**config.mk**
```make
export PLATFORM = sky130hd
export DESIGN_NAME = shifter_8bit
export DESIGN_NICKNAME = d
export VERILOG_FILES = /design/src/rtl/shifter_8bit.sv
export SDC_FILE = /design/constraint.sdc
export NUM_CORES = 1
export LEC_CHECK = 0
export ABC_AREA = 1
export BUFFER_PORTS_ARGS = -buffer_cell sky130_fd_sc_hd__buf_2
export CAP_MARGIN = 20
export CORE_UTILIZATION = 30
export DETAILED_ROUTE_END_ITERATION = 7
export MAX_ROUTING_LAYER = met4
export PLACE_DENSITY_LB_ADDON = 0.2
export REMOVE_ABC_BUFFERS = 1
export SYNTH_ARGS = -nofsm -noshare
export SYNTH_HDL_FRONTEND = slang
export SYNTH_SLANG_ARGS = --single-unit
```
**constraint.sdc**
```tcl
create_clock -name clk -period 1.5 [get_ports clk]
set_clock_uncertainty 0.1 [all_clocks]
set_input_delay 0.075 -clock clk [delete_from_list [all_inputs] [get_ports clk]]
set_output_delay 0.075 -clock clk [all_outputs]
set_load 0.01 [all_outputs]
```
**src/rtl/shifter_8bit.sv**
```systemverilog
// ---------------------------------------------------------------------------
// shifter_8bit
//   8-bit registered shifter. Each rising clock edge the held byte is kept,
//   replaced with d_in, or shifted by 0..3 bits. The shift ops are logical
//   left, logical right and arithmetic right. Shifting accumulates while a
//   shift op is held. Bits shifted out are discarded.
//
//   Build option: SHIFTER8_ROTATE_EN
//     defined   : op 101 = rotate left, op 110 = rotate right, op 111 = hold
//     undefined : ops 101..111 hold
//   The port list is the same in both builds.
//
// Ports
//   clk      in   1  rising-edge clock
//   reset_n  in   1  asynchronous active-low reset, clears d_out to 8'h00
//   op       in   3  operation code, sampled at each rising edge
//   shamt    in   2  shift amount 0..3, used by shift/rotate ops only
//   d_in     in   8  load data, used by LOAD only
//   d_out    out  8  register contents
// ---------------------------------------------------------------------------
module shifter_8bit (
    input  logic       clk,
    input  logic       reset_n,
    input  logic [2:0] op,
    input  logic [1:0] shamt,
    input  logic [7:0] d_in,
    output logic [7:0] d_out
);

    typedef enum logic [2:0] {
        OP_NOP  = 3'b000,
        OP_LOAD = 3'b001,
        OP_LSL  = 3'b010,
        OP_LSR  = 3'b011,
        OP_ASR  = 3'b100,
        OP_ROL  = 3'b101,
        OP_ROR  = 3'b110,
        OP_RSV  = 3'b111
    } op_e;

    logic [7:0] r_data;
    logic [7:0] w_next;
    op_e        w_op;

    assign w_op = op_e'(op);

    always_comb begin
        w_next = r_data;
        case (w_op)
            OP_LOAD: w_next = d_in;
            OP_LSL:  w_next = r_data << shamt;
            OP_LSR:  w_next = r_data >> shamt;
            OP_ASR:  w_next = $unsigned($signed(r_data) >>> shamt);
`ifdef SHIFTER8_ROTATE_EN
            OP_ROL: begin
                case (shamt)
                    2'd1:    w_next = {r_data[6:0], r_data[7]};
                    2'd2:    w_next = {r_data[5:0], r_data[7:6]};
                    2'd3:    w_next = {r_data[4:0], r_data[7:5]};
                    default: w_next = r_data;
                endcase
            end
            OP_ROR: begin
                case (shamt)
                    2'd1:    w_next = {r_data[0],   r_data[7:1]};
                    2'd2:    w_next = {r_data[1:0], r_data[7:2]};
                    2'd3:    w_next = {r_data[2:0], r_data[7:3]};
                    default: w_next = r_data;
                endcase
            end
`endif
            default: w_next = r_data;
        endcase
    end

    always_ff @(posedge clk or negedge reset_n) begin
        if (!reset_n) begin
            r_data <= '0;
        end else begin
            r_data <= w_next;
        end
    end

    assign d_out = r_data;

endmodule

```
Yosys cells after proc, flatten, opt, wreduce, memory -nomap -nowiden
Index checks and enable logic that the tools add are counted.
{"block": "word_totals", "ff_bits": 8, "out_inout_bits": 8, "elab_cells": 10}
{"block": "classes", "muxes": 1, "eq_ne": 4, "n_reduce_logical": 1, "shift": 3}
{"cell": "case mux 8 bit (4 select lines)", "n": 1}
{"cell": "<< shifter 8 x 2 -> 8 bit", "n": 1}
{"cell": "right shift 8 x 2 -> 8 bit", "n": 1}
{"cell": ">>> shifter 8 x 2 -> 8 bit", "n": 1}
{"cell": "== test 3 x 2 -> 1 bit (second input constant)", "n": 2}
{"cell": "nonzero test 4 bit", "n": 1}
{"cell": "== test 3 x 1 -> 1 bit (second input constant)", "n": 1}
{"cell": "== test 3 bit (second input constant)", "n": 1}

Longest topological paths before layout
{"block": "depth", "ltp_word": 2, "depth_mapped": 9, "mapped_depth_nobuf": 9}

Least setup slack after synthesis
OpenSTA, ideal clock, no wires.
{"block": "synth_path", "path_type": "register -> register", "startpoint": "register r_data[5], in the netlist d_out[5]", "endpoint": "register r_data[7], in the netlist d_out[7]", "setup_time_ns": 0.083, "path_buffers": 0, "synth_period_minus_slack_ns": 1.137, "path_slack_ns": 0.363, "stages_incl_launch_ff": 7, "arrival_time_ns": 0.954, "t_required_ns": 1.317, "cell_sequence": "dfrtp_1 inv_1 o21ai_0 nand2_1 o21ai_0 nor2_1 o21ai_0"}
{"block": "synth_between", "elab_chain_cells": 2, "elab_cells_between_ends": 4, "cone_classes": "shift: 3; mux: 1"}
{"item": "from (decl)", "line": "41", "text": "logic [7:0] r_data;"}
{"item": "from (signal assigned)", "line": "80", "text": "r_data <= w_next;"}
{"item": ">>> shifter 8 x 2 -> 8 bit, or another cell as far along", "line": "53", "text": "OP_ASR: w_next = $unsigned($signed(r_data) >>> shamt);"}
{"item": "case mux 8 bit (4 select lines) (*)", "line": "49", "text": "case (w_op)"}
Mark *: on every way between the ends. The rest lies on a longest branch, timed or not.
A chain may end at the register's enable or synchronous reset.

Final worst setup path
Same ends and word-level chain as after synthesis.

==> run summary <==
Horiz. Die Dim - 53.2 um
Hold Crit Class - in2reg
CP arrival - 1380 ps
area share of the leading cell type in the synthesized netlist - 25.4%
met2 usage in global routing - 28.5%
Syn Area/Cell - 5.96 um2
I/O pin total - 23
Yosys cell types - 18
Fillers - 285
Hold Buf Count CTS - 1
TNS Setup - 0 ps
GRT busiest layer - met2
Die Height - 53.2 um
CTS buffer count - 3
final setup violation count - 0
Net Switching - 0.313 mW
met1 GRT Util - 24.7%
CP Class - reg2reg
post-route core utilization - 38.8%
synth cell count leaders - nand2_1, nand3_1, nor2_1, o21ai_0, dfrtp_1
Gate Count Post-Synth - 132
GRT Total Usage - 18.6%
clock share of power - 20.6%
final WL - 2.25 mm
share of cells above drive strength 1 - 22.4%
Synth area leaders - dfrtp_1, nand2_1, nand3_1, o21ai_0, nor2_1
Die Area - 2830 um2
vias in the first global route - 824
Async S/R FF share, synth - 100%
Area growth, synth to finish - 22.3%
Detail Placement HPWL - 1.74 mm
Bufs on Longest Clock Path - 2
diodes inserted - 0
Routed Antenna Nets - 0
Peak VDD IR - 0.550 mV
critical path endpoint category - flip-flop
most common cell in the synthesized netlist - nand2_1
post-synthesis cell area - 787 um2
Setup Buffers After CTS - 0
pin count of the biggest net entering global routing - 17
Slew Limit Headroom - 70.0%
initial antenna violation count - 0
fin nets - 173
Tightest Pin Transition - 450 ps
Rows - 18
DR WL/cell - 12.1 um
H-tree level count - 1
FF+latch count, synth - 8
top_reg_cell synth - dfrtp_1
crit-path max FO - 4
total gr overflow - 0
met3 usage - 1.72%
switch share - 40.3%
Starting Density - 31.8%
post-synth top area cell - dfrtp_1
Placed Area - 930 um2
Clock Tree Root - clkbuf_4
Hold Fails Final Rpt - 0
f_max - 762 MHz
final design instance area without fill - 962 um2
status - complete, no violations
DRT Pass-1 Iters - 4
register area share after synthesis - 25.4%
drt drc - 0
Setup crit start kind - flip-flop
min Tclk post-route - 1310 ps
number of DRC markers in iteration 0 - 51
Post-CTS Resized - 0
wire length of the first global-routing pass - 3.68 mm
Power Internal - 0.464 mW
I/O Buffers - 22
Flop pwr share - 38.2%
core area - 2480 um2
max reg flops - 8
Max Cap Viol - 0
Clock transition at path regs - 50 ps
Syn. warnings - 0
Placer Congestion - 0.856
Min Hold Slack - 12.7 ps
Leak - 0.501 nW
Worst EP required - 1570 ps
Clk Latency, worst-skew pair - 250 ps
Post-synth EDFFs - 0
routed vias/inst - 5.16
CTS Sinks - 8
period utilization - 87.5%
combinational fraction of design power - 41.2%
CTS tree - built
Max Slew Vio Count - 0
Pwr per Cell Area - 807 nW/um2
total number of vias - 959
RSZ-0062 raised after global routing - no
==> layout by cell type, fill, tap and decap left out <==
cell            n
nand2_2         1
dfrtp_1         8
nand3_2         1
nor2_4          2
a21oi_1         2
o21ai_0        14
nand2_4         3
dlygate4sd3_1   1
nand4_1         2
nand3b_1        1
clkbuf_4        3
a21boi_0        1
o211ai_1        2
nand2_1        41
buf_4           1
nor2_1         16
nand3_1        27
inv_2           2
inv_1           6
buf_2          22
==> metrics by stage <==
stage / setup WS [ps] / power [mW] / std cells
global placement: 186 / 0.614 / 182
detailed placement: 191 / 0.616 / 182
CTS: 201 / 0.785 / 186
global route: 72.3 / 0.846 / 186
floorplan: 363 / 0.490 / 129
finish: 188 / 0.777 / 186
==> power by group through the flow <==
stage	combinational (mW)	clock, mW	sequential [mW]
3_5_place_dp	0.317	0	0.299
3_3_place_gp	0.314	0	0.300
4_1_cts	0.320	0.169	0.296
5_1_grt	0.361	0.183	0.302
2_1_floorplan	0.182	0	0.308
6_report	0.320	0.160	0.296
==> worst max-delay path, stage by stage (launching register included) <==
cell	delay, ps
dfrtp_1	380
inv_1	70
o21ai_0	190
nand2_1	90
o21ai_0	200
nor2_1	60
o21ai_0	150
==> final cells by class <==
cell class / instances / area, um2 / share of cell area, %
Timing Repair Buffer: 24 / 128 / 13.3
Inverter: 8 / 30.0 / 3.12
Sequential cell: 8 / 200 / 20.8
Multi-Input combinational cell: 113 / 544 / 56.6
Clock buffer: 3 / 22.5 / 2.34
Tap cell: 30 / 37.5 / 3.90
==> per-layer routing <==
metal	vias to the layer above	wire, um
li1	496	-
met1	436	1110
met2	25	1060
met3	2	59
met4	0	14
met5	-	0
==> final timing paths <==
| kind | startpoint | endpoint | slack (ps) | cells after the start |
|---|---|---|---|---|
| min in group asynchronous | reset_n | d_out[4]$_DFFE_PN0P_ | 90 | 2 |
| max | d_out[5]$_DFFE_PN0P_ | d_out[7]$_DFFE_PN0P_ | 190 | 6 |
| min reg2reg | d_out[5]$_DFFE_PN0P_ | d_out[5]$_DFFE_PN0P_ | 440 | 2 |
| min | d_in[0] | d_out[0]$_DFFE_PN0P_ | 10 | 3 |
| max in group asynchronous | reset_n | d_out[3]$_DFFE_PN0P_ | 1040 | 2 |
| max reg2reg | d_out[5]$_DFFE_PN0P_ | d_out[7]$_DFFE_PN0P_ | 190 | 6 |
==> cells by family (layout without fill, tap and decap cells) <==
logic type,Yosys count,in the layout,synth area share [%]
buf+inv,11,35,5.41
flops,8,8,25.4
compound gates,19,19,13.0
simple gates,94,94,56.1
No activity file was read; power rests on OpenSTA's default activity.
